--- config.mk ---
export PLATFORM = sky130hd
export DESIGN_NAME = snow2_ctrl
export DESIGN_NICKNAME = d
export VERILOG_FILES = /design/src/rtl/snow2_pkg.sv /design/src/rtl/snow2_ks_buf.sv /design/src/rtl/snow2_ctrl.sv
export SDC_FILE = /design/constraint.sdc
export NUM_CORES = 1
export LEC_CHECK = 0
export BUFFER_PORTS_ARGS = -buffer_cell sky130_fd_sc_hd__buf_4
export CAP_MARGIN = 20
export CORE_AREA = 4 4 229 231
export DETAILED_ROUTE_END_ITERATION = 12
export DIE_AREA = 0 0 233 235
export GPL_TIMING_DRIVEN = 0
export HOLD_SLACK_MARGIN = 0.1
export SYNTH_ARGS = -nofsm -noshare
export SYNTH_HDL_FRONTEND = slang
export SYNTH_SLANG_ARGS = --single-unit
--- constraint.sdc ---
create_clock -name clk -period 2.2 [get_ports clk]
set_input_delay 0.11 -clock clk [delete_from_list [all_inputs] [get_ports clk]]
set_output_delay 0.11 -clock clk [all_outputs]
set_load 0.01 [all_outputs]
--- src/rtl/snow2_pkg.sv ---
// Shared types and default sizes for the SNOW 2.0 keystream sequencer.
package snow2_pkg;

    localparam int unsigned KEY_W           = 128;
    localparam int unsigned WORD_W          = 32;
    localparam int unsigned INIT_ROUNDS_DEF = 32;
    localparam int unsigned DISCARD_DEF     = 1;
    localparam int unsigned LEN_W_DEF       = 16;
    localparam int unsigned RND_W           = 16;

    typedef enum logic [2:0] {
        StIdle,
        StLoad,
        StInit,
        StDisc,
        StRun,
        StDrain
    } state_e;

endpackage

--- src/rtl/snow2_ks_buf.sv ---
// One-entry valid/ready output register for keystream words.
module snow2_ks_buf
    import snow2_pkg::*;
(
    input  logic              clk,
    input  logic              rst_n,
    input  logic              clr,
    input  logic              load,
    input  logic [WORD_W-1:0] din,
    input  logic              ready,
    output logic [WORD_W-1:0] data,
    output logic              valid,
    output logic              fire,
    output logic              space
);

    logic [WORD_W-1:0] data_q;
    logic              valid_q;

    assign data  = data_q;
    assign valid = valid_q;
    assign fire  = valid_q && ready;
    // Space exists when empty or when the held word leaves at this edge.
    assign space = !valid_q || ready;

    always_ff @(posedge clk or negedge rst_n) begin
        if (!rst_n) begin
            data_q  <= '0;
            valid_q <= 1'b0;
        end else if (clr) begin
            valid_q <= 1'b0;
        end else if (load) begin
            data_q  <= din;
            valid_q <= 1'b1;
        end else if (fire) begin
            valid_q <= 1'b0;
        end
    end

endmodule

--- src/rtl/snow2_ctrl.sv ---
// SNOW 2.0 sequencer: key/IV load, init rounds, warm-up discard, then a
// backpressured keystream stream that steps the core once per delivered word.
module snow2_ctrl
    import snow2_pkg::*;
#(
    parameter int unsigned INIT_ROUNDS = INIT_ROUNDS_DEF,
    parameter int unsigned DISCARD     = DISCARD_DEF,
    parameter int unsigned LEN_W       = LEN_W_DEF
) (
    input  logic              clk,
    input  logic              rst_n,
    input  logic              start,
    input  logic [KEY_W-1:0]  s_key,
    input  logic [KEY_W-1:0]  iv,
    input  logic [LEN_W-1:0]  num_words,
    input  logic              abort,
    output logic              busy,
    output logic              done,
    output logic [WORD_W-1:0] ks_data,
    output logic              ks_valid,
    input  logic              ks_ready,
    output logic [KEY_W-1:0]  core_key,
    output logic [KEY_W-1:0]  core_iv,
    output logic              core_load,
    output logic              core_init,
    output logic              core_step,
    input  logic [WORD_W-1:0] core_ks
);

    localparam logic [RND_W-1:0] INIT_LAST = RND_W'(INIT_ROUNDS - 1);
    localparam logic [RND_W-1:0] DISC_LAST = RND_W'(DISCARD - 1);

    state_e           state_q;
    logic [RND_W-1:0] rnd_q;
    logic [LEN_W-1:0] num_q;
    logic [LEN_W-1:0] sent_q;
    logic [LEN_W-1:0] sent_nxt;
    logic [KEY_W-1:0] key_q;
    logic [KEY_W-1:0] iv_q;
    logic             busy_q;
    logic             done_q;
    logic             load_q;
    logic             init_q;
    logic             step_q;
    logic             run_adv;
    logic             buf_fire;
    logic             buf_space;

    // RUN steps the core combinationally so a ready consumer sees no bubbles.
    assign run_adv  = (state_q == StRun) && buf_space && !abort;
    assign sent_nxt = sent_q + LEN_W'(1);

    assign busy      = busy_q;
    assign done      = done_q;
    assign core_key  = key_q;
    assign core_iv   = iv_q;
    assign core_load = load_q;
    assign core_init = init_q;
    assign core_step = step_q || run_adv;

    always_ff @(posedge clk or negedge rst_n) begin
        if (!rst_n) begin
            state_q <= StIdle;
            rnd_q   <= '0;
            num_q   <= '0;
            sent_q  <= '0;
            key_q   <= '0;
            iv_q    <= '0;
            busy_q  <= 1'b0;
            done_q  <= 1'b0;
            load_q  <= 1'b0;
            init_q  <= 1'b0;
            step_q  <= 1'b0;
        end else if (abort) begin
            state_q <= StIdle;
            busy_q  <= 1'b0;
            done_q  <= 1'b0;
            load_q  <= 1'b0;
            init_q  <= 1'b0;
            step_q  <= 1'b0;
        end else begin
            done_q <= 1'b0;
            unique case (state_q)
                StIdle: begin
                    if (start) begin
                        key_q   <= s_key;
                        iv_q    <= iv;
                        num_q   <= num_words;
                        sent_q  <= '0;
                        busy_q  <= 1'b1;
                        load_q  <= 1'b1;
                        state_q <= StLoad;
                    end
                end
                StLoad: begin
                    load_q  <= 1'b0;
                    init_q  <= 1'b1;
                    step_q  <= 1'b1;
                    rnd_q   <= '0;
                    state_q <= StInit;
                end
                StInit: begin
                    if (rnd_q == INIT_LAST) begin
                        init_q <= 1'b0;
                        rnd_q  <= '0;
                        if (DISCARD == 0) begin
                            step_q  <= 1'b0;
                            state_q <= StRun;
                        end else begin
                            state_q <= StDisc;
                        end
                    end else begin
                        rnd_q <= rnd_q + RND_W'(1);
                    end
                end
                StDisc: begin
                    if (rnd_q == DISC_LAST) begin
                        step_q  <= 1'b0;
                        state_q <= StRun;
                    end else begin
                        rnd_q <= rnd_q + RND_W'(1);
                    end
                end
                StRun: begin
                    if (run_adv) begin
                        sent_q <= sent_nxt;
                        // num_words of 0 never terminates; the count wraps freely.
                        if (num_q != '0 && sent_nxt == num_q) begin
                            state_q <= StDrain;
                        end
                    end
                end
                StDrain: begin
                    if (buf_fire) begin
                        busy_q  <= 1'b0;
                        done_q  <= 1'b1;
                        state_q <= StIdle;
                    end
                end
                default: state_q <= StIdle;
            endcase
        end
    end

    snow2_ks_buf u_ks_buf (
        .clk   (clk),
        .rst_n (rst_n),
        .clr   (abort),
        .load  (run_adv),
        .din   (core_ks),
        .ready (ks_ready),
        .data  (ks_data),
        .valid (ks_valid),
        .fire  (buf_fire),
        .space (buf_space)
    );

endmodule
==> results.env, run 1 <==
DIE_Y_UM=235
ASYNC_RESET_FF_SHARE_PCT=100
CLOCKROOTBUFFER='sky130_fd_sc_hd__clkbuf_16'
ROUTE.DETAILED.DRC=0
SYNTH_MOST_COMMON_CELL='sky130_fd_sc_hd__nand2_1'
ENDPOINT='state_q[0]'
WORST_HOLD_SLACK_NS=0.287
DIE-AREA_SQ_MM=0.0548
SYNTH_FP_NETS=1931
ROUTE.TOP_LAYER_USED='met5'
FRACTION_OF_THE_CYCLE_THE_FINAL_WORST_PATH_NEEDS_PCT=100
ROUTED_LEN_INST_UM=17.0
CP_ARRIVAL_NS=2.69
FIRST_GLOBAL_VIAS=15518
SYN_AVG_CELL_AREA_SQ_UM=8.69
HOLD_CLASS='input port to flop'
CTSHTREEMAXLEVEL=2
CLKPWRFRAC_PCT=24.9
CLKLATENCYLATEPIN_NS=0.55
INITIAL_UTILIZATION_PCT=28.1
SLEW_VIOLATIONS=0
NUMCTSBUFFERS=41
ANTENNA_FOUND_INITIAL=7
WORST_SETUP_HOLD_PATH_CLK_SLEW_NS=0.06
CRITICAL_PATH.MAX_STAGE_DELAY_NS=0.50
IO_BUF_COUNT=602
SYNTH_EDF_COUNT=0
DETAILEDROUTE.FIRSTITERATIONVIOLATIONS=757
CRITICAL_PATH_PEAK_FANOUT=4
NETS=2900
AREA_GROWTH_SYN_TO_LAYOUT_PCT=73.4
SWITCHING_SHARE_PCT=35.7
SETUP.WORST_PATH.CLASS='flop to flop'
FIN_CRIT_NS=2.21
CELL_COUNT_AFTER_SYNTHESIS=1619
PIN_COUNT_OF_THE_BIGGEST_NET_ENTERING_GLOBAL_ROUTING=115
FINALSETUPTNS_NS=-0.00897
P_TOTAL_mW=29.1
CRIT_PATH_LAUNCH='sent_q[1]'
POSTROUTEWIRELENGTH_MM=56.1
CHIPWIDTH_UM=233
CLOCK_SINK_COUNT=345
CPMAXSTAGEDELAYCELL='sky130_fd_sc_hd__or4_4'
P_SEQ_SHARE_PCT=37.0
REQUIRED_NS=2.68
IOPINCOUNT=603
SYNTHFLOPTYPE='sky130_fd_sc_hd__dfrtp_1'
GP_CONGESTION=0.885
YS_TOP_CELLS_BY_AREA='sky130_fd_sc_hd__dfrtp_1 61%, sky130_fd_sc_hd__nand2_1 25%, sky130_fd_sc_hd__clkbuf_1 2.0%'
HOLD_VIOLATIONS=0
CLK_PATH_BUF_DEPTH=3
MET3ROUTEDLENGTH_MM=3.88
VIA_DENSITY_PER_INSTANCE=4.49
VIOLATIONS='negative setup slack'
TIMING.RR.END='state_q[0]'
POWER.COMBINATIONAL.FRACTION_PCT=38.1
PLACED_INSTANCE_COUNT=2897
REPORT.FINAL.SETUP_VIOL=1
FMAXACHIEVABLE_MHz=453
NUM_VIAS=14798
LAYOUT-DRIVE-GT1-SHARE_PCT=28.7
REGTOREGSETUPSLACK_NS=-0.009
STATUS='finished, violations left'
SYNTH_COMMONEST_CELLS='952 x sky130_fd_sc_hd__nand2_1, 345 x sky130_fd_sc_hd__dfrtp_1, 75 x sky130_fd_sc_hd__clkbuf_1'
RSZ_0062_RAISED_AFTER_GLOBAL_ROUTING='true'
DR_PASS1_ITERATIONS=5
DP_HPWL_MM=39.4
YS_FF_LATCH=345
DRV_CAP=0
FILLERS=4484
NETSWITCHINGPOWER_mW=10.4
SYN_AREA_SQ_MM=0.0141
WORST_CLOCK_SKEW_NS=0.0197
P_LEAK_nW=12.8
GRT.OVERFLOW.TOTAL=0
ANTENNA_LEFT=0
IRDROPWORSTVDD_uV=949
GRT_PASS1_WL_MM=85.7
YOSYS.AREA.TOP_TYPE='sky130_fd_sc_hd__dfrtp_1'
PLACEABLE_CORE_AREA_SQ_MM=0.0501
YOSYSUNIQUECELLTYPES=51
P_PER_AREA_mW_PER_MM2=1190
ROUTED-WL-MET2_MM=27.7
RR_WORST_DEPTH=7
INSTANCES_NO_FILL=3295
WORST_SETUP_PATH_START_KIND='flop'
TIMING.CRITICAL_PATH.TO_TYPE='flop'
MAX-SLEW-MARGIN-REL_PCT=59.1
YOSYS_WARNINGS=0
WORSTREG2REGSTART='sent_q[1]'
WL_MET1_MM=21.4
PLACEMENTROWS=82
SYNTH_TOP_AREA_SHARE_PCT=61.4
SYNTH.YOSYS.SEQ_AREA_SHARE_PCT=61.4
P_INT_mW=18.7
FIN_WS_NS=-0.00897
TIGHTESTPINTRANSITION_NS=0.613
PATH_CELLS='buf_6, nand4_4, nor4_4, xnor2_1, or3_1, or4_4, o21ai_2'
GLOBALROUTETOTALUTIL_PCT=19.7
CTS_TREE='done'
-- sequential cells by signal, indices dropped and copies added, names as in the netlist --
signal,count
state_q,3
done,1
core_init,1
core_key,128
u_ks_buf.data,32
sent_q,16
core_load,1
u_ks_buf.valid,1
busy,1
num_q,16
step_q,1
core_iv,128
rnd_q,16
-- final cells by class --
type                            count  area, sq um  area share, %
Antenna cell                        4         10.0         0.0411
Buffer                             82          412           1.69
Clock buffer                       60         1230           5.04
Clock inverter                     14          210          0.862
Inverter                            7         26.3          0.108
Multi-Input combinational cell   1183         5170           21.2
Sequential cell                   345         8640           35.4
Tap cell                          672          841           3.45
Timing Repair Buffer              928         7850           32.2
-- worst min-delay path by stage --
stage          slack (ns)  cells after the start       from            to
6_report             0.29                      4  s_key[40]  core_key[40]
5_1_grt              0.28                      4  s_key[40]  core_key[40]
4_1_cts              0.24                      4     iv[71]   core_iv[71]
3_5_place_dp         0.10                      1      rst_n  core_key[95]
3_3_place_gp         0.30                      3  s_key[33]  core_key[33]
2_1_floorplan       -0.19                      0      rst_n          busy
-- timing repair --
action,in CTS,in global routing
resized for setup,33,57
hold endpoints to repair,543,0
gates cloned,0,1
pin swaps,8,8
hold buffers,311,0
setup buffers,7,3
endpoints found under the setup margin,304,253
-- metrics by stage --
step,area [sq um],util [%],setup WS [ns]
3_5_place_dp,19500,39.0,-1.00
5_1_grt,24400,48.7,-0.113
4_1_cts,24200,48.4,0.00864
6_report,24400,48.7,-0.00897
3_3_place_gp,19400,38.8,-2.60
2_1_floorplan,14100,-,0.0220
-- metal layers --
metal	vias to the layer above	GRT usage, %
li1	7036	-
met1	6997	22.7
met2	578	33.6
met3	181	4.66
met4	6	10.6
met5	-	0
-- worst max-delay path: cells and delay by family, from the launching register on --
kind / cells / cell delay (ns)
AND/OR/NAND/NOR: 4 / 1.35
flip-flops: 1 / 0.42
XOR/XNOR: 1 / 0.13
buffers and inverters: 1 / 0.12
AO/OA/AOI/OAI: 1 / 0.12
-- logic make-up after synthesis --
logic type | share of synthesized area [%]
compound gates | 4.10
xor+xnor | 1.25
fa+ha+maj | 0.267
buf+inv | 2.76
flops | 61.4
mux | 0.142
simple gates | 30.1
-- cells in the final DEF, fill, tap and decap left out, types with 5 or more instances in the layout --
| cell | Yosys | layout |
|---|---|---|
| sky130_fd_sc_hd__o21ai_0 | 45 | 44 |
| sky130_fd_sc_hd__nor3_1 | 13 | 11 |
| sky130_fd_sc_hd__clkbuf_8 | 0 | 9 |
| sky130_fd_sc_hd__nor4_1 | 7 | 5 |
| sky130_fd_sc_hd__clkbuf_1 | 75 | 51 |
| sky130_fd_sc_hd__dfrtp_1 | 345 | 340 |
| sky130_fd_sc_hd__nor2_1 | 27 | 25 |
| sky130_fd_sc_hd__a21oi_1 | 10 | 10 |
| sky130_fd_sc_hd__o31ai_1 | 15 | 14 |
| sky130_fd_sc_hd__clkbuf_2 | 2 | 25 |
| sky130_fd_sc_hd__and3_1 | 7 | 6 |
| sky130_fd_sc_hd__buf_4 | 3 | 613 |
| sky130_fd_sc_hd__nand2_1 | 952 | 952 |
| sky130_fd_sc_hd__xnor2_1 | 12 | 12 |
| sky130_fd_sc_hd__nand4_1 | 12 | 12 |
| sky130_fd_sc_hd__nor2b_1 | 5 | 5 |
| sky130_fd_sc_hd__xor2_1 | 8 | 8 |
| sky130_fd_sc_hd__clkbuf_16 | 0 | 44 |
| sky130_fd_sc_hd__nand3_1 | 16 | 15 |
| sky130_fd_sc_hd__dlygate4sd3_1 | 0 | 310 |
| sky130_fd_sc_hd__inv_1 | 7 | 6 |
| sky130_fd_sc_hd__dfrtp_2 | 0 | 5 |
| sky130_fd_sc_hd__a31oi_1 | 7 | 7 |
| sky130_fd_sc_hd__clkbuf_4 | 0 | 7 |
| sky130_fd_sc_hd__bufinv_16 | 0 | 5 |
-- power groups by stage --
stage / Sequential (mW) / Combinational, mW / Clock (mW)
2_1_floorplan: 11.6 / 3.33 / 0
3_3_place_gp: 10.7 / 10.4 / 0
3_5_place_dp: 10.7 / 10.5 / 0
4_1_cts: 10.7 / 11.1 / 7.45
5_1_grt: 11.0 / 12.1 / 7.70
6_report: 10.8 / 11.1 / 7.24
Power figures use the tool's default switching activity.
==> inputs of run 2 (changes only) <==
--- a/config.mk
+++ b/config.mk
@@ -8,6 +8,7 @@
 export BUFFER_PORTS_ARGS = -buffer_cell sky130_fd_sc_hd__buf_4
 export CAP_MARGIN = 20
 export CORE_AREA = 4 4 229 231
+export CTS_BUF_LIST = sky130_fd_sc_hd__clkbuf_4
 export DETAILED_ROUTE_END_ITERATION = 12
 export DIE_AREA = 0 0 233 235
 export GPL_TIMING_DRIVEN = 0
==> results.env, run 2 <==
IO_BUF_COUNT=602  # unchanged
DP_HPWL_MM=39.4  # unchanged
CHIPWIDTH_UM=233  # unchanged
SYNTH_COMMONEST_CELLS='952 x sky130_fd_sc_hd__nand2_1, 345 x sky130_fd_sc_hd__dfrtp_1, 75 x sky130_fd_sc_hd__clkbuf_1'
PLACEMENTROWS=82  # unchanged
SYNTH_EDF_COUNT=0  # unchanged
NUMCTSBUFFERS=96  # +130%
YS_FF_LATCH=345  # unchanged
CELL_COUNT_AFTER_SYNTHESIS=1619  # unchanged
YS_TOP_CELLS_BY_AREA='sky130_fd_sc_hd__dfrtp_1 61%, sky130_fd_sc_hd__nand2_1 25%, sky130_fd_sc_hd__clkbuf_1 2.0%'
CLK_PATH_BUF_DEPTH=3  # unchanged
POSTCTSRESIZEDCELLS=37  # +12%
HOLD_FIX_BUFFERS_AT_CTS=614  # +97%
YOSYSUNIQUECELLTYPES=51  # unchanged
SYNTH_MOST_COMMON_CELL='sky130_fd_sc_hd__nand2_1'
SYN_AVG_CELL_AREA_SQ_UM=8.69  # unchanged
GP_CONGESTION=0.885  # unchanged
SYN_AREA_SQ_MM=0.0141  # unchanged
RUN.STOP_ERROR='[ERROR RSZ-0060] Max buffer count reached.'
CLOCK_SINK_COUNT=345  # unchanged
YOSYS.AREA.TOP_TYPE='sky130_fd_sc_hd__dfrtp_1'
CTSHTREEMAXLEVEL=3  # +1
DP_WORST_SETUP_SLACK_NS=-1.00  # unchanged
SYNTHFLOPTYPE='sky130_fd_sc_hd__dfrtp_1'
DIE_Y_UM=235  # unchanged
POST_CTS.REPAIR.SETUP_BUFFERS=8  # +1
STOP_STAGE='4_1_cts'
SYNTH_TOP_AREA_SHARE_PCT=61.4  # unchanged
YOSYS_WARNINGS=0  # unchanged
IOPINCOUNT=603  # unchanged
SYNTH.YOSYS.SEQ_AREA_SHARE_PCT=61.4  # unchanged
ASYNC_RESET_FF_SHARE_PCT=100  # unchanged
STATUS='aborted with a tool error'
SYNTH_FP_NETS=1931  # unchanged
CLOCKROOTBUFFER='sky130_fd_sc_hd__clkbuf_4'
INITIAL_UTILIZATION_PCT=28.1  # unchanged
==> run 2: cells by family after synthesis <==
kind of cell | Yosys count | share of synthesized area, %
fa+ha+maj | 3 | 0.267
compound gates | 96 | 4.10
mux | 2 | 0.142
simple gates | 1062 | 30.1
flops | 345 | 61.4
buf+inv | 91 | 2.76
xor+xnor | 20 | 1.25
==> run 2: per-stage QoR <==
step           hold WS, ns  area [sq um]  cells
2_1_floorplan       -0.186         14100   1619
3_5_place_dp         0.102         19500   2897
3_3_place_gp         0.300         19400   2893
==> inputs of run 3 (changes only) <==
--- a/config.mk
+++ b/config.mk
@@ -7,12 +7,11 @@
 export LEC_CHECK = 0
 export BUFFER_PORTS_ARGS = -buffer_cell sky130_fd_sc_hd__buf_4
 export CAP_MARGIN = 20
-export CORE_AREA = 4 4 229 231
-export CTS_BUF_LIST = sky130_fd_sc_hd__clkbuf_4
+export CORE_AREA = 4 4 243 245
 export DETAILED_ROUTE_END_ITERATION = 12
-export DIE_AREA = 0 0 233 235
+export DIE_AREA = 0 0 247 249
 export GPL_TIMING_DRIVEN = 0
-export HOLD_SLACK_MARGIN = 0.1
+export PLACE_DENSITY_LB_ADDON = 0.15
 export SYNTH_ARGS = -nofsm -noshare
 export SYNTH_HDL_FRONTEND = slang
 export SYNTH_SLANG_ARGS = --single-unit
==> constraint.sdc (replaced) <==
create_clock -name clk -period 2.9 [get_ports clk]
set_input_delay 0.145 -clock clk [delete_from_list [all_inputs] [get_ports clk]]
set_output_delay 0.145 -clock clk [all_outputs]
set_load 0.01 [all_outputs]
==> results.env, run 3 (synthesized netlist as in run 1, its figures left out) <==
IRDROPWORSTVDD_uV=505
FINALSETUPTNS_NS=0
DIE-AREA_SQ_MM=0.0615
GRT.OVERFLOW.TOTAL=0
NETS=2890
REGTOREGSETUPSLACK_NS=0.27
DRV_CAP=0
P_PER_AREA_mW_PER_MM2=897
GRT_PASS1_WL_MM=86.5
RR_WORST_DEPTH=8
RSZ_0062_RAISED_AFTER_GLOBAL_ROUTING='false'
NUM_VIAS=14406
TIGHTESTPINTRANSITION_NS=0.834
DETAILEDROUTE.FIRSTITERATIONVIOLATIONS=699
ANTENNA_FOUND_INITIAL=4
DP_WORST_SETUP_SLACK_NS=-0.416  # +0.587 ns
FINAL_UTIL_PCT=42.2
GLOBALROUTETOTALUTIL_PCT=17.6
FIN_CRIT_NS=2.63
FF_LATCH_AREA_SQ_MM=0.00863
CP_ARRIVAL_NS=3.11
NUMCTSBUFFERS=44  # -54%
CHIPWIDTH_UM=247  # +6.0%
PLACEABLE_CORE_AREA_SQ_MM=0.0571
REPORT.FINAL.SETUP_VIOL=0
TIMING.RR.END='state_q[0]'
FIN_WS_NS=0.266
IOPINCOUNT=603  # unchanged
AREA_OF_THE_MULTI_INPUT_GATES_SQ_MM=0.00505
PIN_COUNT_OF_THE_BIGGEST_NET_ENTERING_GLOBAL_ROUTING=96
HOLD_CLASS='input port to async pin'
CPMAXSTAGEDELAYCELL='sky130_fd_sc_hd__or4_1'
WORSTREG2REGSTART='sent_q[0]'
FRACTION_OF_THE_CYCLE_THE_FINAL_WORST_PATH_NEEDS_PCT=90.8
CLOCK_SINK_COUNT=345  # unchanged
STATUS='finished, final reports clean'
POST_CTS.REPAIR.SETUP_BUFFERS=0  # -8
DIE_Y_UM=249  # +6.0%
LAYOUT-DRIVE-GT1-SHARE_PCT=26.3
MOST-COMMON-LAYOUT-CELLS='952 x sky130_fd_sc_hd__nand2_1, 604 x sky130_fd_sc_hd__buf_4, 345 x sky130_fd_sc_hd__dfrtp_1'
IO_BUF_COUNT=602  # unchanged
TIMING.CRITICAL_PATH.TO_TYPE='flop'
DP_HPWL_MM=41.1  # +4.3%
REQUIRED_NS=3.38
FILLERS=5627
CLOCKROOTBUFFER='sky130_fd_sc_hd__clkbuf_16'
MAX-SLEW-MARGIN-REL_PCT=43.8
WORST_CLOCK_SKEW_NS=0.0182
DR_PASS1_ITERATIONS=5
HOLD_VIOLATIONS=0
P_LEAK_nW=12.6
INITIAL_UTILIZATION_PCT=24.6  # -3.5 points
ROUTED_LEN_INST_UM=16.6
CTS_TREE='done'
FIRST_GLOBAL_VIAS=15347
SLEW_VIOLATIONS=0
PATH_CELLS='ha_1, and3_1, buf_2, and4_2, o32ai_1, or3_1, or4_1, o21ai_1'
CLK_PATH_BUF_DEPTH=3  # unchanged
WORST_SETUP_HOLD_PATH_CLK_SLEW_NS=0.06
AREA_GROWTH_SYN_TO_LAYOUT_PCT=71.4
MOST_COMMON_CELL_AFTER_LAYOUT_FILL_AND_TAPS_ASIDE='sky130_fd_sc_hd__nand2_1'
ANTENNA_LEFT=0
FMAXACHIEVABLE_MHz=380
CTSHTREEMAXLEVEL=2  # -1
VIA_DENSITY_PER_INSTANCE=4.27
WORST_SETUP_PATH_START_KIND='flop'
CLKLATENCYLATEPIN_NS=0.55
SETUP.WORST_PATH.CLASS='flop to flop'
POSTROUTEWIRELENGTH_MM=55.8
ROUTE.DETAILED.DRC=0
PLACEMENTROWS=88  # +7.3%
CRITICAL_PATH.MAX_STAGE_DELAY_NS=0.58
GP_CONGESTION=0.841  # -4.9%
CRITICAL_PATH_PEAK_FANOUT=9
[run 3: worst max-delay path by stage]
stage                           from            to  slack (ns)  cells after the start
final                      sent_q[0]    state_q[0]        0.27                      8
after detailed placement  state_q[1]  core_key[10]       -0.42                      7
after floorplan            sent_q[0]    state_q[0]        0.59                      8
after CTS                 state_q[1]     sent_q[5]        0.18                      7
after global routing        rnd_q[5]      rnd_q[7]        0.06                      7
after global placement         rst_n     rnd_q[12]       -1.93                      1
[run 3: power by group]
group          switching (mW)  internal, mW
Combinational            4.36          3.90
Sequential               1.28          6.80
Clock                    2.09          3.19
Total                    7.74          13.9
[run 3: cell type report]
type / count / share of cell area (%)
Sequential cell: 345 / 35.8
Timing Repair Buffer: 914 / 31.9
Multi-Input combinational cell: 1183 / 20.9
Clock buffer: 65 / 5.44
Tap cell: 765 / 3.97
Buffer: 83 / 1.49
Clock inverter: 6 / 0.285
Inverter: 7 / 0.109
Antenna cell: 2 / 0.0208
[run 3: metal layers]
layer	wire (um)	track usage, %	part of all wire, %
met4	2630	8.06	4.7
met1	21800	20.4	39
met5	16	0	0.029
met2	27600	30.7	50
met3	3730	4.24	6.7
[run 3: metrics by stage]
step	hold slack [ns]	instances	power [mW]	instance area, sq um
after floorplan	-0.151	1619	11.3	14100
after global placement	0.334	2986	16.1	19500
after detailed placement	0.192	2989	16.2	19600
after CTS	0.171	3368	22.0	24100
after global routing	0.214	3369	23.1	24100
final	0.187	3370	21.6	24100
[run 3: critical path, delay by kind of cell, from the launching register on]
kind / cells / cell delay (ns)
AND/OR/NAND/NOR: 4 / 1.36
AO/OA/AOI/OAI: 2 / 0.21
adder cells (fa/ha/maj): 1 / 0.30
flip-flops: 1 / 0.49
buffers and inverters: 1 / 0.20
[run 3: what timing repair did]
item	4_1_cts	5_1_grt
endpoints found under the hold margin	382	0
endpoints found under the setup margin	80	8
hold buffers	309	0
gates resized for setup	1	1
==> inputs of run 4 (changes only) <==
==> constraint.sdc (replaced) <==
create_clock -name clk -period 2.9 [get_ports clk]
set_input_delay 0.29 -clock clk [delete_from_list [all_inputs] [get_ports clk]]
set_output_delay 0.29 -clock clk [all_outputs]
set_load 0.01 [all_outputs]
==> results.env, run 4 (synthesized netlist as in run 1, its figures left out) <==
MOST-COMMON-LAYOUT-CELLS='952 x sky130_fd_sc_hd__nand2_1, 604 x sky130_fd_sc_hd__buf_4, 345 x sky130_fd_sc_hd__dfrtp_1'
PIN_COUNT_OF_THE_BIGGEST_NET_ENTERING_GLOBAL_ROUTING=96  # unchanged
P_PER_AREA_mW_PER_MM2=898  # +0.13%
FIRST_GLOBAL_VIAS=15329  # -0.12%
ANTENNA_FOUND_INITIAL=4  # unchanged
ROUTE.DETAILED.DRC=0  # unchanged
P_SEQ_SHARE_PCT=37.4  # about the same
GP_CONGESTION=0.841  # unchanged
NUM_VIAS=14385  # -0.15%
CLK_PATH_BUF_DEPTH=3  # unchanged
CLOCKROOTBUFFER='sky130_fd_sc_hd__clkbuf_16'
INITIAL_UTILIZATION_PCT=24.6  # unchanged
MIN_FROM='start'
FIN_CRIT_NS=2.63  # -0.00857 ns
WORSTREG2REGSTART='sent_q[0]'
MAX-SLEW-MARGIN-REL_PCT=42.8  # -1.0 points
DP_WORST_SETUP_SLACK_NS=-0.416  # unchanged
CRITICAL_PATH_PEAK_FANOUT=9  # unchanged
DIE-AREA_SQ_MM=0.0615  # unchanged
FILLERS=5630  # +0.053%
TIMING.HOLD.WORST_PATH_DEPTH=3
P_LEAK_nW=12.6  # -0.12%
WORST_CLOCK_SKEW_NS=0.0182  # -0.0000235 ns
RSZ_0062_RAISED_AFTER_GLOBAL_ROUTING='false'
VIA_DENSITY_PER_INSTANCE=4.27  # about the same
AREA_GROWTH_SYN_TO_LAYOUT_PCT=71.2
STATUS='finished, final reports clean'
POWER.COMBINATIONAL.FRACTION_PCT=38.2  # about the same
MET3_USAGE_PCT=4.24  # unchanged
PLACED_INSTANCE_COUNT=2989  # unchanged
LAYOUT-DRIVE-GT1-SHARE_PCT=26.3  # +0.030 points
CTSHTREEMAXLEVEL=2  # unchanged
CP_ARRIVAL_NS=3.10  # about the same
SLEW_VIOLATIONS=0  # unchanged
CTS_TREE='done'
ROUTED_LEN_INST_UM=16.6  # about the same
P_INT_mW=13.9  # about the same
RR_WORST_DEPTH=8  # unchanged
REQUIRED_NS=3.38  # about the same
GRT_PASS1_WL_MM=86.5  # about the same
DETAILEDROUTE.FIRSTITERATIONVIOLATIONS=649  # -7.2%
DP_HPWL_MM=41.1  # unchanged
HOLD_PATH_END='core_load'
FIN_WS_NS=0.275  # +0.00858 ns
NETS=2887  # -0.10%
SWITCHING_SHARE_PCT=35.8  # about the same
DRV_CAP=0  # unchanged
PLACEMENTROWS=88  # unchanged
FINAL_UTIL_PCT=42.1  # -0.052 points
TIGHTESTPINTRANSITION_NS=0.849  # +0.0150 ns
IOPINCOUNT=603  # unchanged
GRT_BUSIEST_LAYER='met2'
PLACEABLE_CORE_AREA_SQ_MM=0.0571  # unchanged
CLKLATENCYLATEPIN_NS=0.55  # about the same
MOST_COMMON_CELL_AFTER_LAYOUT_FILL_AND_TAPS_ASIDE='sky130_fd_sc_hd__nand2_1'
FRACTION_OF_THE_CYCLE_THE_FINAL_WORST_PATH_NEEDS_PCT=90.5  # -0.30 points
GLOBALROUTETOTALUTIL_PCT=17.6  # about the same
POST_CTS.REPAIR.SETUP_BUFFERS=0  # unchanged
NUMCTSBUFFERS=44  # unchanged
FMAXACHIEVABLE_MHz=381  # +0.33%
SETUP.WORST_PATH.CLASS='flop to flop'
IO_BUF_COUNT=602  # unchanged
GRT_USE_MET2_PCT=30.7  # about the same
HOLD_VIOLATIONS=0  # unchanged
POSTROUTEWIRELENGTH_MM=55.8  # about the same
HOLD_CLASS='input port to flop'
WORST_SETUP_HOLD_PATH_CLK_SLEW_NS=0.05  # about the same
TIMING.RR.END='state_q[0]'
FINALSETUPTNS_NS=0  # unchanged
GRT.MET1_USAGE_PCT=20.4  # about the same
GRT.OVERFLOW.TOTAL=0  # unchanged
CLOCK_SINK_COUNT=345  # unchanged
NETSWITCHINGPOWER_mW=7.74  # about the same
DR_PASS1_ITERATIONS=4  # -1
IRDROPWORSTVDD_uV=505  # about the same
REGTOREGSETUPSLACK_NS=0.27  # about the same
INSTANCES_NO_FILL=3367  # -0.089%
CLKPWRFRAC_PCT=24.4  # about the same
DIE_Y_UM=249  # unchanged
REPORT.FINAL.SETUP_VIOL=0  # unchanged
CHIPWIDTH_UM=247  # unchanged
TIMING.CRITICAL_PATH.TO_TYPE='flop'
ANTENNA_LEFT=0  # unchanged
WORST_SETUP_PATH_START_KIND='flop'
-- run 4: changes by cell type in the layout (fill, tap and decap cells not counted) --
cell / previous run / this run
sky130_fd_sc_hd__dlygate4sd3_1: 309 / 306
-- run 4: power by group through the flow --
stage / sequential [mW] / clock (mW) / combinational [mW]
global placement: 8.06 / 0 / 8.01
detailed placement: 8.11 / 0 / 8.06
CTS: 8.09 / 5.51 / 8.41
floorplan: 8.79 / 0 / 2.53
global route: 8.34 / 5.69 / 9.10
finish: 8.08 / 5.28 / 8.26
-- run 4: cell type report --
class | instances | area [sq um] | area share, %
Sequential cell | 345 | 8630 | 35.8
Timing Repair Buffer | 911 | 7670 | 31.9
Multi-Input combinational cell | 1183 | 5050 | 21.0
Clock buffer | 65 | 1310 | 5.45
Tap cell | 765 | 957 | 3.97
Buffer | 83 | 359 | 1.49
Clock inverter | 6 | 68.8 | 0.286
Inverter | 7 | 26.3 | 0.109
Antenna cell | 2 | 5.00 | 0.0208
-- run 4: worst max-delay path, stage by stage (launching register included) --
cell	delay, ns
sky130_fd_sc_hd__dfrtp_1	0.49
sky130_fd_sc_hd__ha_1	0.30
sky130_fd_sc_hd__and3_1	0.18
sky130_fd_sc_hd__buf_2	0.20
sky130_fd_sc_hd__and4_2	0.24
sky130_fd_sc_hd__o32ai_1	0.07
sky130_fd_sc_hd__or3_1	0.37
sky130_fd_sc_hd__or4_1	0.57
sky130_fd_sc_hd__o21ai_1	0.14
-- run 4: metrics by stage --
stage / power, mW / instance area [sq um] / hold WS [ns]
6_report: 21.6 / 24100 / 0.0924
5_1_grt: 23.1 / 24100 / 0.0732
4_1_cts: 22.0 / 24100 / 0.0448
3_5_place_dp: 16.2 / 19600 / 0.337
3_3_place_gp: 16.1 / 19500 / 0.460
2_1_floorplan: 11.3 / 14100 / -0.00559
-- run 4: worst max-delay path by stage --
stage,endpoint,slack [ns],from
after floorplan,state_q[0],0.59,sent_q[0]
after global placement,rnd_q[12],-2.08,rst_n
after detailed placement,core_key[10],-0.42,state_q[1]
after CTS,core_step,0.18,state_q[1]
after global routing,rnd_q[7],0.06,rnd_q[5]
final,state_q[0],0.27,sent_q[0]
-- run 4: metal layers --
metal  wire, um  up-vias
met1      21800     6792
li1           -     7010
met4       2620        4
met3       3770      136
met5         15        -
met2      27600      443
-- run 4: timing repair --
| item | CTS | global route |
|---|---|---|
| hold buffers | 306 | 0 |
| pin swaps | 0 | 0 |
| hold endpoints to repair | 379 | 0 |
| endpoints found under the setup margin | 80 | 8 |
| resized for setup | 1 | 1 |
